===== src/rtl/sat_counter.sv =====
// Saturating up-counter with synchronous clear; a clear coincident with an
// increment restarts the count at one so that event is not lost.
module sat_counter #(
  parameter int W = 16
) (
  input  logic         clk,
  input  logic         reset,
  input  logic         clr,
  input  logic         inc,
  output logic [W-1:0] count
);

  // NOTE: sequential state uses non-blocking assignments so every flop
  // samples pre-edge values regardless of process evaluation order.
  always_ff @(posedge clk) begin
    if (reset) begin
      count <= '0;
    end else if (clr) begin
      count <= inc ? W'(1) : '0;
    end else if (inc && (count != '1)) begin
      count <= count + 1'b1;
    end
  end

endmodule


===== config.mk =====
export PLATFORM = sky130hd
export DESIGN_NAME = sat_counter
export DESIGN_NICKNAME = d
export VERILOG_FILES = /design/src/rtl/sat_counter.sv
export SDC_FILE = /design/constraint.sdc
export NUM_CORES = 1
export LEC_CHECK = 0
export CAP_MARGIN = 5
export CORE_ASPECT_RATIO = 0.8
export CORE_MARGIN = 2
export CORE_UTILIZATION = 51
export CTS_CLUSTER_DIAMETER = 60
export DETAILED_ROUTE_END_ITERATION = 10
export PLACE_DENSITY = 0.83
export SETUP_SLACK_MARGIN = 0.5
export SLEW_MARGIN = 25
export SYNTH_ARGS = -nofsm -noshare
export SYNTH_HDL_FRONTEND = slang
export SYNTH_SLANG_ARGS = --single-unit

===== constraint.sdc =====
create_clock -name clk -period 3.51 [get_ports clk]
set_clock_uncertainty 0.05 [all_clocks]
set_input_delay 0.702 -clock clk [delete_from_list [all_inputs] [get_ports clk]]
set_output_delay 0.702 -clock clk [all_outputs]
set_load 0.005 [all_outputs]

# [Word level (Yosys, flattened, before mapping)]
# Index checks and enable logic that the tools add are counted.
[op_classes] muxes=3 addsub=1 n_eq_ne=1 n_reduce_logical=2
[op_table] op="16-bit 2-to-1 mux" n=2
[op_table] op="16-bit by 1-bit adder with 16-bit output (second input constant)" n=1
[op_table] op="16-bit != test (second input constant)" n=1
[op_table] op="2-bit nonzero test" n=1
[op_table] op="1-bit logical AND" n=1
[op_table] op="1-bit 2-to-1 mux" n=1
[totals] ff_bits=16 inputBits=4 out_inout_bits=16

# [Depth between registers and ports, before layout]
[depth] word_depth=4 depth_mapped=6 mapped_depth_nobuf=5

# [Worst setup path before layout]
# No wires, ideal clock.
[synth_timing] path_kind="input-to-reg" from="in inc" to="reg count[9]" setup_ns=0.071 cell_stages=5 path_buffers=1 arrival_ns=1.844 setup_slack_ns=1.545 required_time_ns=3.389 path_cell_list="nand3_1 or3_1 clkbuf_1 or4_1 a21oi_1"
[synth_via] elab_chain_cells=2
[synth_rtl] element="from (decl)" line_no="9" rtl="input logic inc,"
[synth_rtl] element="1-bit logical AND" line_no="20" rtl="end else if (inc && (count != '1)) begin"
[synth_rtl] element="2-bit nonzero test (no line)"
[synth_rtl] element="to (signal assigned)" line_no="19" rtl="count <= inc ? W'(1) : '0;"
[synth_rtl] element="to (signal assigned)" line_no="21" rtl="count <= count + 1'b1;"
[synth_rtl] element="to (decl)" line_no="10" rtl="output logic [W-1:0] count"
# No other way between the ends.
# A chain may end at the register's enable or synchronous reset.

# [Final worst setup path]
# Same ends and word-level chain as after synthesis.

==> results.md <==
* Run status: completed
* Most used DFF post-synth: dfxtp_1
* Area grow syn2layout at 28.3%
* Core footprint at 1590 µm²
* Worst path cell trace: clkdlybuf4s50_1 -> nand3_1 -> or3_1 -> or4_1 -> a21oi_1
* Number of global-route vias before repair at 742
* Final Cell Area at 1080 µm²
* CP Class: in -> reg
* M1 GR Usage at 0.296
* Die area at 1990 µm²
* Total gr overflow at 0
* Met3 Track Usage GR at 0.0709
* Dpl hpwl at 1.39 mm
* Number of cell rows at 13
* Top flop regs: count x16
* Multi-input logic area at 478 µm²
* Placed cell area at 1040 µm²
* H-tree Lvls at 1
* Routed len/inst at 13.1 µm
* Synth Instances at 99
* Gpl congestion at 0.911
* Sink Count at 16
* Largest register by flop count: count
* Fin. Hold Viols at 0
* Worst hold path class: reg -> reg
* Synth area leaders: dfxtp_1 38%, a21oi_1 6.5%, nand3_1 5.4%, o31ai_1 5.4%, or4_1 5.4%
* DRC at 0
* Die height at 40.3 µm
* CTS buffer count at 3
* Synthesized cell area at 841 µm²
* RSZ-0062 raised after global routing: false
* CTS Buffer Depth at 2
* Fmax achieved at 420 MHz
* Average cell area after synthesis at 8.49 µm²
* Met2 usage at 0.372
* Yosys warns at 0
* Critical-path top delay cell: clkdlybuf4s50_1
* Initial antenna violation count at 0
* First-pass GRT wire length at 3.29 mm
* Post-CTS resize count at 0
* Reg area at 320 µm²
* Setup crit end: count[9]
* RR Startpoint: count[0]
* TNS Setup at 0 ps
* First drt pass iteration count at 4
* Port Buffer Count at 19
* ANT nets after route at 0
* WP data arrival at 2550 ps
* Critical R2R Capture: count[10]
* Startpoint Class: input pin
* Syn_nets at 104
* Hold path depth at 2
* CP max FO at 8
* Slew HR at 0.550
* Hold_buf cts at 0
* Pleak at 0.334 nW
* Final setup fails at 0
* CTS root buf: clkbuf_4
* Yosys top cell area share at 0.381
* Total GRT Usage at 0.224
* Max IR drop VDD at 224 µV
* Seq/Total Area, Yosys at 0.381
* Minimum clock period at 2380 ps
* Max reg flops at 16
* Io pins at 20
* Synthesized flop and latch total at 16
* Fillers at 150
* Via count at 843
* Power per cell area at 299 nW/µm²
* MaxCap Viol Count at 0
* Critical Path End Type: flop
* CP Data Required Time at 3680 ps
* Die width at 49.4 µm
* R2R Setup Slk at 1530 ps
* WL final at 1.84 mm
* Synth unique cells at 33
* Start point of the critical path: inc
* Cell taking the most area after synthesis: dfxtp_1
* Worst-Skew Late Latency at 300 ps
* Nets at 125
* Register-to-Register Path Depth at 5
* Largest net degree at the start of global routing at 12
* Worst-margin pin slew at 669 ps
* Initial Utilization at 0.527
* Max stage delay on crit path at 560 ps
* Share of cells above drive strength 1 at 0.0756
* Clk pin slew, worst setup/hold paths at 100 ps
* Most used routing layer: met2
* Final Max Slew Viols at 0
* Antenna cell count at 0
* Vias/cell at 5.98
* EDFF count, synth at 0
* Synth async-reset ratio at 0
* CTS tree: done
* Final Power at 0.322 mW
* Post-CTS Setup Inserts at 0
* Initial DRC Count at 38
* Part of the cycle the worst path needs at 0.679
-- cells in the mapped netlist, types with 2 or more instances --
cell type,n
a21oi_1,11
dfxtp_1,16
inv_1,5
nand2_1,5
nand3_1,9
nand4_1,3
nor2_1,3
nor3_1,4
nor4_1,3
o211a_1,2
o21ai_0,4
o31ai_1,6
or3_1,3
or4_1,6
-- layer usage --
layer / vias to the layer above / wire [µm]
met5: - / 0
met4: 0 / 8
met3: 3 / 117
met2: 24 / 831
met1: 390 / 885
li1: 426 / -
-- power by group --
part | switching (mW) | leakage [nW] | internal, mW | total [mW]
Clock | 0.0607 | 0.0210 | 0.0633 | 0.124
Sequential | 0.00119 | 0.129 | 0.183 | 0.184
Combinational | 0.00719 | 0.184 | 0.00740 | 0.0146
Total | 0.0690 | 0.334 | 0.253 | 0.322
-- placed cells by master, fill, tap and decap left out, types with 2 or more instances in the layout --
master | Yosys | final
nor2_1 | 3 | 3
o21ai_0 | 4 | 4
nor3_1 | 4 | 4
or4_1 | 6 | 6
inv_1 | 5 | 5
nand2_1 | 5 | 5
nor4_1 | 3 | 3
or3_1 | 3 | 3
clkdlybuf4s50_1 | 0 | 19
a21oi_1 | 11 | 11
dfxtp_1 | 16 | 16
o211a_1 | 2 | 2
clkbuf_4 | 0 | 3
o31ai_1 | 6 | 6
nand3_1 | 9 | 9
nand4_1 | 3 | 3
-- critical path, delay by kind of cell --
family,cells,cell delay [ps]
AO/OA/AOI/OAI,1,150
AND/OR/NAND/NOR,3,1140
buffers and inverters,1,560
-- area by class of cell --
class	instances	share of cell area
flip-flops and latches	16	0.297
multi-input cells	74	0.443
inverters	5	0.0174
repair buffers	20	0.183
clock buffers	4	0.0336
well taps	22	0.0255
-- stage by stage --
step	hold WS, ps	worst slack (ps)	util	cells
floorplan	438	1550	-	99
global placement	436	826	0.654	137
detailed placement	454	819	0.654	137
CTS	475	1110	0.677	141
global route	504	1000	0.677	141
finish	475	1130	0.677	141
-- cells by family after synthesis --
logic type / Yosys count / synth area share
AND/OR/NAND/NOR: 43 / 0.315
buffers and inverters: 9 / 0.0506
adder cells (fa/ha/maj): 1 / 0.0149
flip-flops: 16 / 0.381
multiplexers: 1 / 0.0119
AO/OA/AOI/OAI: 29 / 0.226
-- worst min path at each step --
| stage | startpoint | endpoint | slack, ps |
|---|---|---|---|
| global placement | count[10] | count[10] | 440 |
| global route | count[15] | count[15] | 500 |
| detailed placement | count[10] | count[10] | 450 |
| CTS | count[10] | count[10] | 480 |
| floorplan | count[15] | count[15] | 440 |
| finish | count[10] | count[10] | 470 |
Note: power is estimated with default switching activity, not from simulation.
